### src/rtl/pixel_packer.sv
// pixel_packer: binarises a pixel stream against a threshold and packs the
// resulting bits MSB-first into PACK_W-bit words with a valid/ready output.
// Frames are delimited by iFVAL; a trailing partial word is zero-padded and
// emitted when the frame ends.
// Optional feature macro: PIXEL_PACKER_LINE_FLUSH_EN -- when defined, each
// iLVAL falling edge also flushes a partial word so every line starts
// word-aligned.
module pixel_packer #(
  parameter int PIX_W  = 12,
  parameter int PACK_W = 16,
  parameter int CNT_W  = 16
) (
  input  logic              iCLK,
  input  logic              iRST,
  input  logic [PIX_W-1:0]  iDATA,
  input  logic              iDVAL,
  input  logic              iLVAL,
  input  logic              iFVAL,
  input  logic [PIX_W-1:0]  iTHRESH,
  input  logic              iINVERT,
  output logic [PACK_W-1:0] oDATA,
  output logic              oVALID,
  input  logic              iREADY,
  output logic [CNT_W-1:0]  oWORD_CNT,
  output logic [15:0]       oFRAME_CNT,
  output logic              oOVF
);

  localparam int FILL_W = $clog2(PACK_W + 1);
  localparam logic [FILL_W-1:0] FULL = FILL_W'(PACK_W);

  typedef enum logic [1:0] {IDLE, ACTIVE, FLUSH} state_t;

  state_t              state;
  logic                fval_d;
  logic                pend_rise;
  logic [PACK_W-1:0]   sreg;
  logic [FILL_W-1:0]   fill;

  logic                pix_bit;
  logic                fval_rise;
  logic                fval_fall;
  logic                enter_active;
  logic                accept;
  logic                transfer;
  logic [PACK_W-1:0]   acc_sreg;
  logic [FILL_W-1:0]   acc_fill;
  logic [PACK_W-1:0]   cur_sreg;
  logic [FILL_W-1:0]   cur_fill;
  logic [PACK_W-1:0]   next_sreg;
  logic [FILL_W-1:0]   next_fill;
  logic                word_done;
  logic [PACK_W-1:0]   word_val;

  assign pix_bit      = (iDATA > iTHRESH) ^ iINVERT;
  assign fval_rise    = iFVAL & ~fval_d;
  assign fval_fall    = ~iFVAL & fval_d;
  assign enter_active = (state == IDLE) && (fval_rise || pend_rise);
  assign accept       = (state == ACTIVE) && iDVAL;
  assign transfer     = oVALID && iREADY;
  assign acc_sreg     = {sreg[PACK_W-2:0], pix_bit};
  assign acc_fill     = fill + FILL_W'(1);

`ifdef PIXEL_PACKER_LINE_FLUSH_EN
  logic lval_d;
  logic lval_fall;
  assign lval_fall = ~iLVAL & lval_d;

  // Remember the previous line-valid level to spot the end of each line
  always_ff @(posedge iCLK or posedge iRST) begin
    if (iRST) lval_d <= 1'b0;
    else      lval_d <= iLVAL;
  end
`else
  logic unused_lval;
  assign unused_lval = iLVAL;
`endif

  // Decide the next shift-register contents and whether a word is finished
  always_comb begin
    cur_sreg  = sreg;
    cur_fill  = fill;
    next_sreg = sreg;
    next_fill = fill;
    word_done = 1'b0;
    word_val  = '0;
    if (enter_active) begin
      next_sreg = '0;
      next_fill = '0;
    end else if (state == ACTIVE) begin
      if (accept) begin
        cur_sreg = acc_sreg;
        cur_fill = acc_fill;
      end
      if (accept && (acc_fill == FULL)) begin
        word_done = 1'b1;
        word_val  = acc_sreg;
        next_sreg = '0;
        next_fill = '0;
`ifdef PIXEL_PACKER_LINE_FLUSH_EN
      end else if (lval_fall && (cur_fill != '0)) begin
        word_done = 1'b1;
        word_val  = cur_sreg << (FULL - cur_fill);
        next_sreg = '0;
        next_fill = '0;
`endif
      end else begin
        next_sreg = cur_sreg;
        next_fill = cur_fill;
      end
    end else if (state == FLUSH) begin
      if (fill != '0) begin
        word_done = 1'b1;
        word_val  = sreg << (FULL - fill);
      end
      next_sreg = '0;
      next_fill = '0;
    end
  end

  // Frame sequencing: wait for a frame, pack it, then flush the tail
  always_ff @(posedge iCLK or posedge iRST) begin
    if (iRST) begin
      state     <= IDLE;
      fval_d    <= 1'b0;
      pend_rise <= 1'b0;
    end else begin
      fval_d <= iFVAL;
      unique case (state)
        IDLE: begin
          pend_rise <= 1'b0;
          if (enter_active) state <= ACTIVE;
        end
        ACTIVE: begin
          if (fval_fall) state <= FLUSH;
        end
        FLUSH: begin
          pend_rise <= fval_rise;
          state     <= IDLE;
        end
        default: state <= IDLE;
      endcase
    end
  end

  // Shift register and fill count for the word being assembled
  always_ff @(posedge iCLK or posedge iRST) begin
    if (iRST) begin
      sreg <= '0;
      fill <= '0;
    end else begin
      sreg <= next_sreg;
      fill <= next_fill;
    end
  end

  // Output word holding register; a word arriving while one is stuck is lost
  always_ff @(posedge iCLK or posedge iRST) begin
    if (iRST) begin
      oDATA  <= '0;
      oVALID <= 1'b0;
      oOVF   <= 1'b0;
    end else begin
      if (word_done) begin
        if (!oVALID || iREADY) begin
          oDATA  <= word_val;
          oVALID <= 1'b1;
        end else begin
          oOVF <= 1'b1;
        end
      end else if (transfer) begin
        oVALID <= 1'b0;
      end
      if (enter_active) oOVF <= 1'b0;
    end
  end

  // Per-frame accepted-word count and free-running frame count
  always_ff @(posedge iCLK or posedge iRST) begin
    if (iRST) begin
      oWORD_CNT  <= '0;
      oFRAME_CNT <= '0;
    end else if (enter_active) begin
      oWORD_CNT  <= '0;
      oFRAME_CNT <= oFRAME_CNT + 16'd1;
    end else if (transfer && (oWORD_CNT != '1)) begin
      oWORD_CNT <= oWORD_CNT + CNT_W'(1);
    end
  end

endmodule

### config.mk
export PLATFORM = sky130hd
export DESIGN_NAME = pixel_packer
export DESIGN_NICKNAME = d
export VERILOG_FILES = /design/src/rtl/pixel_packer.sv
export SDC_FILE = /design/constraint.sdc
export NUM_CORES = 1
export LEC_CHECK = 0
export CAP_MARGIN = 20
export CORE_ASPECT_RATIO = 1.2
export CORE_UTILIZATION = 40
export DETAILED_ROUTE_END_ITERATION = 8
export GPL_TIMING_DRIVEN = 1
export PLACE_DENSITY_LB_ADDON = 0.2
export SYNTH_ARGS = -nofsm -noshare
export SYNTH_HDL_FRONTEND = slang
export SYNTH_SLANG_ARGS = --single-unit
### constraint.sdc
create_clock -name iCLK -period 2.5 [get_ports iCLK]
set_input_delay 0.25 -clock iCLK [delete_from_list [all_inputs] [get_ports iCLK]]
set_output_delay 0.25 -clock iCLK [all_outputs]
set_load 0.02 [all_outputs]
== Word level (Yosys, flattened, before mapping) ==
Cells that the tools add are included.

* Output and inout bits: 50
* Register bits after elaboration: 75
* Bits in writable memories: 0
* Logic and storage cells: 82
* Input bits: 31
* ROM bits: 0
* Memories: 0
* Latch bits: 0

* Equality and inequality tests: 9
* Magnitude comparators: 1
* Muxes and demuxes: 32
* Bitwise logic cells: 5
* Div/mod/pow operators: 0
* Shift operators: 1
* $mul: 0
* Add/sub/neg operators: 4
* Reductions and logical operators: 20

{| class="wikitable"
|+ Operators with widths
! operator !! number
|-
| $mux W16 || 12
|-
| $add A16 B1 Y16 const B || 2
|-
| $mux W5 || 5
|-
| $ne A16 B16 Y1 const B || 1
|-
| $shl A16 B5 Y16 || 1
|-
| $gt A12 B12 Y1 || 1
|-
| $mux W1 || 11
|-
| $reduce_and A2 Y1 || 5
|-
| $reduce_bool A2 Y1 || 4
|-
| $ne A2 B2 Y1 const B || 3
|-
| $add A5 B1 Y5 const B || 1
|-
| $eq A5 B5 Y1 const B || 1
|-
| $logic_and A1 B1 Y1 || 5
|-
| $reduce_bool A5 Y1 || 1
|-
| $sub A5 B5 Y5 const A || 1
|-
| $mux W2 || 2
|-
| $ne A4 B3 Y1 const B || 1
|-
| $pmux W2 S2 || 1
|-
| $reduce_bool A3 Y1 || 1
|-
| $and A1 B1 Y1 || 2
|-
| $eq A2 B1 Y1 const B || 1
|-
| $eq A2 B2 Y1 const B || 1
|-
| $logic_not A2 Y1 || 1
|-
| $logic_or A1 B1 Y1 || 2
|-
| other kinds (5) || 6
|}

== Logic depth before layout (Yosys ltp) ==
Gate-level depths: netlist of the first run.

* Depth after elaboration: 8
* Mapped depth: 13
* Depth with buffers taken out: 9

== Worst setup path after synthesis of the first run ==
No wires, ideal clock.

* Kind: register to register
* Start point: register fill[0]
* End point: register oDATA[13]
* Buffers on the path: 4
* Library setup time: 0.126 ns
* Stages on the path, launching flop included: 12
* Arrival time: 2.574 ns
* Setup slack: -0.200 ns
* Required time: 2.374 ns
* Cell sequence: dfrtp_1 > buf_2 > buf_6 > buf_4 > inv_1 > ha_1 > buf_2 > mux4_2 > mux2_2 > a21o_1 > a32oi_1 > o21ai_0

* Longest elaborated chain between the ends: 7
* Elaborated cells on any way between the ends: 17
* Classes of those cells: add/sub (2); eq/ne (1); shift (1); mux (10); reduce/logical (3)

{| class="wikitable"
|+ Ends and longest elaborated chain
! item !! line !! text
|-
| start, declared || 38 || <nowiki>logic [FILL_W-1:0] fill;</nowiki>
|-
| start signal, assigned || 153 || <nowiki>fill <= next_fill;</nowiki>
|-
| parallel branches: the longest is 7 deep, another holds $sub A5 B5 Y5 || -- ||
|-
| end signal, assigned || 166 || <nowiki>oDATA <= word_val;</nowiki>
|-
| end, declared || 21 || <nowiki>output logic [PACK_W-1:0] oDATA,</nowiki>
|}

Parallel ways; which one is timed is not known.
A chain may end at the register's enable or synchronous reset.

== Worst setup path in the final report of the first run ==
* Start point: register fill[0]
* End point: register oDATA[10]

The elaborated chain is that of the path after synthesis.

==> impl_metrics.csv, run 1 <==
group,metric,value,unit
run_status,outcome,"complete, but fails checks",
run_status,violations,"DRC",
clock_tree,clock_sinks,75,
synth,ys_seq_elements,75,
hold_path,hold_path.class,"in2async",
placement,dp_hpwl,7.57,mm
worst_setup_path,critical_path_buf_inv_count,2,
power_and_ir_drop,vdd.ir_drop.worst,0.299,mV
synth,ys_warn_count,0,
clock_tree,ctsRootBufferMaster,"clkbuf_16",
drt,drt_iter0_markers,183,
placement,pre_cts_ws,-0.121,ns
clock_tree,ctsHoldBuffers,0,
floorplan,floorplan.die_area,0.0116,mm²
placement,dpl.cell_count,669,
timing,final_hold_viol_count,0,
job,maxCapViolCount,0,
layout,final_cell_count_no_fill,684,
power_and_ir_drop,power,4.41,mW
drt,drtAntennaViolNets,0,
worst_setup_path,critPathRequiredTime,2.72,ns
placement,gp_congestion,0.868,
floorplan,io_pins,81,
clock_tree,cts_buffer_depth,2,
timing,finalSetupViolCount,0,
floorplan,core_area,0.0110,mm²
global_routing,overflow,0,
worst_setup_path,slowest_stage,"dfrtp_2",
layout,diodes,0,
worst_setup_path,cp_max_fo,9,
clock_tree,clk_pin_slew,0.06,ns
drt,drc,1,
synth,syn_area,0.00449,mm²
global_routing,grt_max_degree,76,
synth,synth-async-reset-ratio,100,%
synth,synth_nets,499,
timing,finalWorstSetupSlack,0.194,ns
global_routing,antenna_found_initial,0,
clock_tree,cts_tree,"done",
global_routing,track_usage,18.5,%
worst_setup_path,cpPeakStageDelay,0.43,ns
layout,syn_to_final_growth,30.3,%
layout,drive_gt1_share,13.8,%
worst_setup_path,crit_path_start_kind,"flip-flop",
timing,fin_worst_skew,0.00495,ns
floorplan,die_x,98.7,µm
floorplan,initial_core_util,40.8,%
drt,finalWirelength,9.96,mm
worst_setup_path,critPathKind,"reg2reg",
timing,tightest_slew,0.591,ns
synth,ys_seq_area_share,41.8,%
drt,viasPerCell,5.43,
clock_tree,clk_latency,0.33,ns
worst_setup_path,cp.arrival,2.52,ns
floorplan,die_y,118,µm
timing,post-route-period-util,92.2,%
synth,ys.flop_type,"dfrtp_1",
global_routing,grt_pass1_wl,17.1,mm
clock_tree,cts_buffers,9,
synth,synth-edff-count,0,
synth,synth_cell_types,59,
timing,rsz0062_at_grt,"false",
layout,final_nets,597,
timing,slew_violations,0,
floorplan,rows,42,
drt,drtPass1Iterations,6,
global_routing,grt_pass1_vias,3625,
power_and_ir_drop,power.leakage,2.47,nW
synth,syn_area_per_cell,9.97,µm²
worst_setup_path,crit_path_end_kind,"flip-flop",
drt,vias,3717,
clock_tree,h-tree-depth,3,
timing,max-slew-margin-rel,60.5,%
synth,netlist_instances,450,
timing,min_period,2.31,ns
power_and_ir_drop,powerDensity,754,mW/mm²
timing,fmax,0.434,GHz
drt,post_drt_wl_per_cell,14.6,µm
worst_setup_path,path_delay_family,"multiplexers",
worst_setup_path,path_cells,"inv_1, ha_1, buf_4, mux4_2, mux2_2, a21oi_1, o21ai_0, mux2_4",
placement,port_buffers,79,
[worst reg2reg max path, cell delays in order (launching register included)]
cell,delay (ns)
dfrtp_2,0.43
inv_1,0.08
ha_1,0.36
buf_4,0.20
mux4_2,0.35
mux2_2,0.28
a21oi_1,0.14
o21ai_0,0.08
mux2_4,0.27
[stage by stage]
step / utilization (%) / setup TNS, ns / hold slack, ns / area (µm²)
global placement: 50.8 / -0.0704 / 0.460 / 5580
CTS: 53.2 / 0 / 0.362 / 5840
floorplan: - / -0.0513 / 0.281 / 4510
detailed placement: 50.8 / -0.121 / 0.473 / 5580
finish: 53.2 / 0 / 0.334 / 5840
global route: 53.2 / 0 / 0.389 / 5840
[final timing paths]
path | from | to | slack, ns | depth (start not counted)
setup / recovery | fill[0]$_DFFE_PP0P_ | oDATA[10]$_DFFE_PP0P_ | 0.19 | 8
hold / removal | iRST | oFRAME_CNT[2]$_DFFE_PP0P_ | 0.33 | 3
setup reg to reg | fill[0]$_DFFE_PP0P_ | oDATA[10]$_DFFE_PP0P_ | 0.19 | 8
hold reg to reg | oDATA[8]$_DFFE_PP0P_ | oDATA[8]$_DFFE_PP0P_ | 0.48 | 2
max in group asynchronous | iRST | fill[0]$_DFFE_PP0P_ | 1.84 | 3
min in group iCLK | iFVAL | fval_d$_DFF_PP0_ | 0.44 | 1
[synth_stat cells, drive strengths merged (6+ instances only)]
| cell | n | area [µm²] |
|---|---|---|
| nand2b | 6 | 37.5 |
| xnor2 | 24 | 218 |
| a21oi | 18 | 90.1 |
| xor2 | 8 | 77.6 |
| nand4 | 9 | 62.6 |
| a211oi | 8 | 65.1 |
| buf | 9 | 62.6 |
| a32oi | 7 | 61.3 |
| clkbuf | 9 | 33.8 |
| dfrtp | 75 | 1880 |
| mux2 | 7 | 82.6 |
| mux4 | 11 | 248 |
| ha | 18 | 225 |
| nand3 | 15 | 75.1 |
| a22o | 13 | 114 |
| nor2 | 34 | 128 |
| mux2i | 11 | 110 |
| nor3 | 10 | 50.1 |
| o21ai | 32 | 164 |
| nand2 | 48 | 180 |
| inv | 26 | 97.6 |
[layout make-up]
cell class	count	area, µm²
inverter	26	97.6
sequential	75	1880
clock buffer	10	229
tap	132	165
timing repair buffer	105	1020
fill	956	5140
clock inverter	5	31.3
multi-input combinational	331	2420
[repair_timing]
action / in CTS / in global routing
setup endpoints to repair: 0 / 5
setup buffers: 0 / 0
resized for setup: 0 / 2
[where the power goes]
| group | internal (mW) | switching [mW] | leakage [nW] |
|---|---|---|---|
| sequential | 1.34 | 0.199 | 1.02 |
| clock | 0.662 | 0.494 | 0.128 |
| combinational | 0.795 | 0.916 | 1.32 |
| total | 2.80 | 1.61 | 2.47 |
[sequential cells by signal, summed over array words and instances (netlist names)]
register	count
oDATA	16
oFRAME_CNT	16
oWORD_CNT	16
sreg	16
fill	5
state	2
fval_d	1
oOVF	1
oVALID	1
pend_rise	1
[cells in the final DEF, fill, tap and decap left out, types with 3 or more instances in the layout]
cell type | synthesis | layout
a211oi_1 | 7 | 7
xnor2_1 | 23 | 23
nor3b_1 | 4 | 4
mux4_2 | 11 | 11
or3_1 | 3 | 3
buf_4 | 2 | 23
ha_1 | 18 | 18
nor3_1 | 10 | 10
a21oi_1 | 18 | 18
nand3_1 | 15 | 15
dfrtp_1 | 75 | 73
o31ai_1 | 4 | 4
mux2i_1 | 11 | 11
xor2_1 | 7 | 7
buf_12 | 0 | 3
a22oi_1 | 3 | 3
clkbuf_16 | 0 | 9
nand2b_1 | 6 | 6
nand4_1 | 8 | 8
mux2_2 | 6 | 6
nor2_1 | 34 | 33
and3_1 | 3 | 3
nand2_1 | 48 | 48
a32oi_1 | 7 | 7
clkdlybuf4s50_1 | 0 | 79
clkinv_2 | 0 | 3
and2_1 | 4 | 4
o21ai_0 | 30 | 30
a22o_1 | 13 | 13
inv_1 | 26 | 25
[metal layers]
metal	vias up	part of all wire (%)	track usage [%]
met5	-	0	0
met4	0	2.5	7.09
met3	14	3.9	4.45
met2	111	49	31.3
met1	1769	44	22.6
li1	1823	-	-
[kinds of logic (layout without fill, tap and decap cells)]
group,count (synthesis),count (layout),synth area share [%]
buf+inv,44,146,4.32
flops,75,75,41.8
simple gates,148,148,16.1
xor+xnor,32,32,6.58
fa+ha+maj,18,18,5.02
compound gates,104,104,16.3
mux,29,29,9.82
(Power assumes the default switching activity.)
==> run 2: changes to the inputs <==
--- a/config.mk
+++ b/config.mk
@@ -9,6 +9,7 @@
 export CORE_ASPECT_RATIO = 1.2
 export CORE_UTILIZATION = 40
 export DETAILED_ROUTE_END_ITERATION = 8
+export DONT_BUFFER_PORTS = 1
 export GPL_TIMING_DRIVEN = 1
 export PLACE_DENSITY_LB_ADDON = 0.2
 export SYNTH_ARGS = -nofsm -noshare
==> run 2 against run 1 <==
- flip-flop and latch count stayed put
- highest routed layer unchanged
- sequential share of layout area rose by 4.5 points
- largest cell class unchanged
- the flow now finishes without violations
- sequential power grew 5%
- die area unchanged
- final area decreased by 12%
- largest power group is now sequential cells
- clock power grew 26%
==> impl_metrics.csv, run 2 (same netlist as run 1, synthesis figures left out) <==
group,metric,value,unit
timing,rsz0062_at_grt,"false",
worst_setup_path,cp.arrival,2.50,ns
power_and_ir_drop,clockPowerShare,32.2,%
power_and_ir_drop,power,4.53,mW
power_and_ir_drop,combPwrFrac,32.3,%
placement,dp_hpwl,7.34,mm
floorplan,io_pins,81,
drt,post_drt_wl_per_cell,16.1,µm
floorplan,core_area,0.0110,mm²
clock_tree,cts_tree,"done",
floorplan,die_x,98.7,µm
hold_path,hold_end,"state[0]$_DFFE_PP0P_",
timing,slew_violations,0,
job,maxCapViolCount,0,
placement,gp_congestion,0.850,
hold_path,hold_path.class,"in2reg",
power_and_ir_drop,powerDensity,886,mW/mm²
worst_setup_path,cp_max_fo,8,
hold_path,hp-start,"iFVAL",
worst_setup_path,reg2reg_depth,8,
floorplan,die_y,118,µm
timing,min_period,2.28,ns
timing,tightest_slew,0.591,ns
drt,drc,0,
timing,final_hold_viol_count,0,
clock_tree,ctsRootBufferMaster,"clkbuf_16",
run_status,outcome,"completed",
power_and_ir_drop,p_seq_share,35.4,%
timing,fin_worst_skew,0.00391,ns
layout,final_nets,520,
worst_setup_path,reg2reg_to,"oDATA[10]$_DFFE_PP0P_",
drt,drtAntennaViolNets,0,
global_routing,grt_max_degree,33,
layout,syn_to_final_growth,14.1,%
layout,diodes,0,
power_and_ir_drop,internal_power,2.96,mW
clock_tree,clock_sinks,75,
power_and_ir_drop,power.leakage,2.23,nW
layout,nFillCells,1025,
timing,post-route-period-util,91.3,%
timing,max-slew-margin-rel,60.5,%
worst_setup_path,critPathKind,"reg2reg",
drt,drtPass1Iterations,4,
worst_setup_path,rrSetupSlack,0.22,ns
global_routing,track_usage,17.8,%
global_routing,grt_pass1_vias,3424,
drt,finalWirelength,9.81,mm
timing,finalSetupViolCount,0,
clock_tree,cts_resized,0,
floorplan,initial_core_util,40.8,%
global_routing,antenna_found_initial,0,
global_routing,overflow,0,
worst_setup_path,crit_path_end_kind,"flip-flop",
drt,vias,3419,
global_routing,grt_pass1_wl,16.6,mm
worst_setup_path,r2r-start,"fill[0]$_DFFE_PP0P_",
power_and_ir_drop,p_switching,1.57,mW
clock_tree,clk_latency,0.33,ns
layout,final_cell_mix,"dfrtp_1, nand2_1, nor2_1",
placement,port_buffers,0,
worst_setup_path,critPathRequiredTime,2.72,ns
hold_path,worstHoldPathCells,2,
clock_tree,cts_buffers,9,
power_and_ir_drop,vdd.ir_drop.worst,0.468,mV
drt,drt_iter0_markers,214,
worst_setup_path,crit_path_start_kind,"flip-flop",
clock_tree,h-tree-depth,3,
power_and_ir_drop,switching_share,34.6,%
drt,viasPerCell,5.62,
floorplan,floorplan.die_area,0.0116,mm²
timing,fmax,0.438,GHz
layout,drive_gt1_share,16.0,%
clock_tree,clk_pin_slew,0.06,ns
floorplan,rows,42,
clock_tree,cts_buffer_depth,2,
layout,final_util,46.6,%
layout,final_common_cell,"dfrtp_1",
-- run 2: cell count changes in the layout (fill, tap and decap cells not counted), sizes merged --
cell / previous run / this run
clkdlybuf4s50: 79 / 0
clkinv: 4 / 0
clkbuf: 10 / 13
bufinv: 0 / 2
dlygate4sd3: 0 / 2
-- run 2: layer usage --
layer	wire length [µm]	share of wire, %	vias up	GRT usage, %
met4	147	1.5	0	6.16
li1	-	-	1666	-
met3	636	6.5	13	4.69
met1	4230	43	1620	21.9
met5	0	0	-	0
met2	4800	49	120	30.1
-- run 2: worst max-delay path, stage by stage (launching register included) --
cell and delay (ns):
dfrtp_1 0.36, inv_1 0.07, ha_1 0.37, buf_4 0.20, mux4_2 0.32, mux2_2 0.27
a21oi_1 0.17, o21ai_0 0.12, mux2_4 0.28
-- run 2: final cells by class --
type,instances,area (µm²),area share (%)
multi-input cells,331,2420,47.2
flip-flops and latches,75,1880,36.7
clock buffers,13,280,5.47
repair buffers,28,215,4.20
well taps,132,165,3.23
inverters,26,97.6,1.91
clock inverters,3,67.6,1.32
-- run 2: through the flow --
stage               hold slack (ns)  area (µm²)  setup TNS [ns]  instances  setup slack, ns
global placement              0.181        4750               0        590            0.267
global route                 0.0995        5120               0        608            0.108
floorplan                     0.281        4510         -0.0513        450          -0.0379
CTS                          0.0716        5120               0        608            0.213
finish                       0.0814        5120               0        608            0.218
detailed placement            0.189        4750               0        590            0.265
-- run 2: how the worst max path moves through the flow --
stage	startpoint	endpoint	slack, ns	cells after the start
floorplan	fill[0]$_DFFE_PP0P_	oDATA[13]$_DFFE_PP0P_	-0.04	11
detailed placement	fill[0]$_DFFE_PP0P_	oDATA[12]$_DFFE_PP0P_	0.27	9
global placement	fill[0]$_DFFE_PP0P_	oDATA[10]$_DFFE_PP0P_	0.27	7
CTS	fill[0]$_DFFE_PP0P_	oDATA[10]$_DFFE_PP0P_	0.21	8
finish	fill[0]$_DFFE_PP0P_	oDATA[10]$_DFFE_PP0P_	0.22	8
global route	fill[0]$_DFFE_PP0P_	oDATA[6]$_DFFE_PP0P_	0.11	9
-- run 2: power groups by stage --
stage | registers [mW] | clock network, mW | logic (mW)
floorplan | 1.56 | 0 | 1.19
CTS | 1.61 | 1.50 | 1.47
detailed placement | 1.63 | 0 | 1.47
finish | 1.61 | 1.46 | 1.47
global placement | 1.62 | 0 | 1.44
global route | 1.63 | 1.55 | 1.62
-- run 2: timing repair --
item                                   CTS  global route
hold buffers                             2             0
buffers inserted                         0             0
setup endpoints to repair                0             0
endpoints found under the hold margin   24             0
==> run 3: changes to the inputs <==
--- a/config.mk
+++ b/config.mk
@@ -8,6 +8,7 @@
 export CAP_MARGIN = 20
 export CORE_ASPECT_RATIO = 1.2
 export CORE_UTILIZATION = 40
+export CTS_BUF_LIST = sky130_fd_sc_hd__clkbuf_4 sky130_fd_sc_hd__clkbuf_8
 export DETAILED_ROUTE_END_ITERATION = 8
 export DONT_BUFFER_PORTS = 1
 export GPL_TIMING_DRIVEN = 1
==> run 3 against run 2 <==
- via count is 0.23% lower
- total power is 7.8% lower
- flip-flop and latch count stayed put
- clock-buffer cell count stayed put
- critical path depth is 1 lower
- register-to-register slack better by 0.02 ns
- die area stayed put
- clock skew is 0.0021 ns higher
- largest power group unchanged
==> impl_metrics.csv, run 3 (same netlist as run 1, synthesis figures left out) <==
group,metric,value,unit
timing,finalSetupViolCount,0,
timing,slew_violations,0,
drt,viasPerCell,5.61,
floorplan,rows,42,
power_and_ir_drop,power.leakage,2.18,nW
floorplan,core_area,0.0110,mm²
layout,final_cell_mix,"dfrtp_1, nand2_1, nor2_1",
layout,final_util,45.7,%
drt,drtPass1Iterations,4,
floorplan,die_x,98.7,µm
layout,syn_to_final_growth,11.9,%
timing,min_period,2.27,ns
timing,post-route-period-util,90.6,%
worst_setup_path,slowest_stage,"dfrtp_1",
global_routing,overflow,0,
placement,dp_hpwl,7.34,mm
global_routing,grt_max_degree,33,
floorplan,initial_core_util,40.8,%
clock_tree,ctsRootBufferMaster,"clkbuf_8",
drt,drc,0,
worst_setup_path,cpPeakStageDelay,0.39,ns
drt,finalWirelength,9.77,mm
worst_setup_path,path_cells,"buf_4, ha_1, and2_1, a21oi_1, o22ai_4, o21ai_2, mux2_4",
worst_setup_path,cp.arrival,2.50,ns
placement,gp_congestion,0.850,
timing,fmax,0.441,GHz
layout,final_nets,520,
power_and_ir_drop,powerDensity,833,mW/mm²
timing,fin_worst_skew,0.00605,ns
worst_setup_path,critPathKind,"reg2reg",
layout,postLayoutCellArea,0.00502,mm²
layout,drive_gt1_share,16.0,%
placement,dpl.cell_count,590,
placement,port_buffers,0,
floorplan,io_pins,81,
clock_tree,clk_pin_slew,0.08,ns
drt,drtAntennaViolNets,0,
worst_setup_path,cp_max_fo,8,
layout,final_common_cell,"dfrtp_1",
worst_setup_path,critPathRequiredTime,2.74,ns
clock_tree,h-tree-depth,3,
placement,dpl_cell_area,0.00475,mm²
run_status,outcome,"completed",
global_routing,grt_pass1_vias,3423,
clock_tree,cts_buffer_depth,2,
floorplan,floorplan.die_area,0.0116,mm²
drt,post_drt_wl_per_cell,16.1,µm
worst_setup_path,crit_path_end_kind,"flip-flop",
power_and_ir_drop,vdd.ir_drop.worst,0.420,mV
drt,vias,3411,
worst_setup_path,crit_path_start_kind,"flip-flop",
clock_tree,cts_buffers,9,
layout,nFillCells,1035,
timing,max-slew-margin-rel,60.8,%
clock_tree,clk_latency,0.35,ns
floorplan,die_y,118,µm
drt,drt_iter0_markers,172,
clock_tree,cts_tree,"done",
timing,rsz0062_at_grt,"false",
job,maxCapViolCount,0,
layout,diodes,0,
clock_tree,cts_setup_buffers,0,
layout,final_cell_count_no_fill,608,
hold_path,hold_path.class,"in2reg",
timing,tightest_slew,0.587,ns
global_routing,track_usage,17.6,%
clock_tree,clock_sinks,75,
timing,final_hold_viol_count,0,
global_routing,antenna_found_initial,0,
global_routing,grt_pass1_wl,16.5,mm
## run 3: cell counts in the layout (fill, tap and decap cells not counted)
No cell type changed its count.
## run 3: path summary, 6_finish.rpt
check | to | startpoint | cells after the start | slack, ns
max | oDATA[10]$_DFFE_PP0P_ | fill[0]$_DFFE_PP0P_ | 7 | 0.23
min | state[0]$_DFFE_PP0P_ | iFVAL | 2 | 0.06
max reg2reg | oDATA[10]$_DFFE_PP0P_ | fill[0]$_DFFE_PP0P_ | 7 | 0.23
min reg2reg | state[0]$_DFFE_PP0P_ | fval_d$_DFF_PP0_ | 1 | 0.48
max in group asynchronous | oWORD_CNT[15]$_DFFE_PP0P_ | iRST | 3 | 1.31
min in group asynchronous | oFRAME_CNT[9]$_DFFE_PP0P_ | iRST | 2 | 0.39
## run 3: per-stage QoR
stage	total power, mW	TNS (ns)	hold slack (ns)	setup WS [ns]
after global routing	4.43	0	0.0756	0.107
final	4.18	0	0.0625	0.234
after detailed placement	3.10	0	0.189	0.265
after floorplan	2.75	-0.0513	0.281	-0.0379
after CTS	4.22	0	0.0456	0.243
after global placement	3.06	0	0.181	0.267
## run 3: final cells by class
cell class / count / area (µm²) / area share (%)
repair buffers: 28 / 215 / 4.29
clock buffers: 13 / 179 / 3.57
well taps: 132 / 165 / 3.29
clock inverters: 3 / 67.6 / 1.35
multi-input cells: 331 / 2420 / 48.2
inverters: 26 / 97.6 / 1.94
flip-flops and latches: 75 / 1880 / 37.4
## run 3: worst max-delay path, delay by kind of cell, from the launching register on
kind            cells  cell delay (ns)
mux                 1             0.34
fa+ha+maj           1             0.26
flops               1             0.39
simple gates        1             0.19
compound gates      3             0.80
buf+inv             1             0.17
## run 3: report_power, final
| group | internal, mW | total (mW) | leakage [nW] | switching (mW) |
|---|---|---|---|---|
| sequential | 1.33 | 1.60 | 1.03 | 0.270 |
| clock | 0.672 | 1.11 | 0.122 | 0.442 |
| combinational | 0.645 | 1.46 | 1.03 | 0.818 |
| total | 2.65 | 4.18 | 2.18 | 1.53 |
## run 3: metal layers
layer / up-vias / share of wire [%] / routed length (µm) / GRT usage, %
li1: 1662 / - / - / -
met1: 1622 / 44 / 4280 / 21.7
met2: 115 / 49 / 4760 / 30.1
met3: 12 / 5.6 / 543 / 3.50
met4: 0 / 1.8 / 178 / 7.09
met5: - / 0 / 0 / 0
## run 3: what timing repair did
| item | in CTS | in global routing |
|---|---|---|
| resized for setup | 0 | 0 |
| hold endpoints to repair | 24 | 0 |
| hold buffers | 2 | 0 |
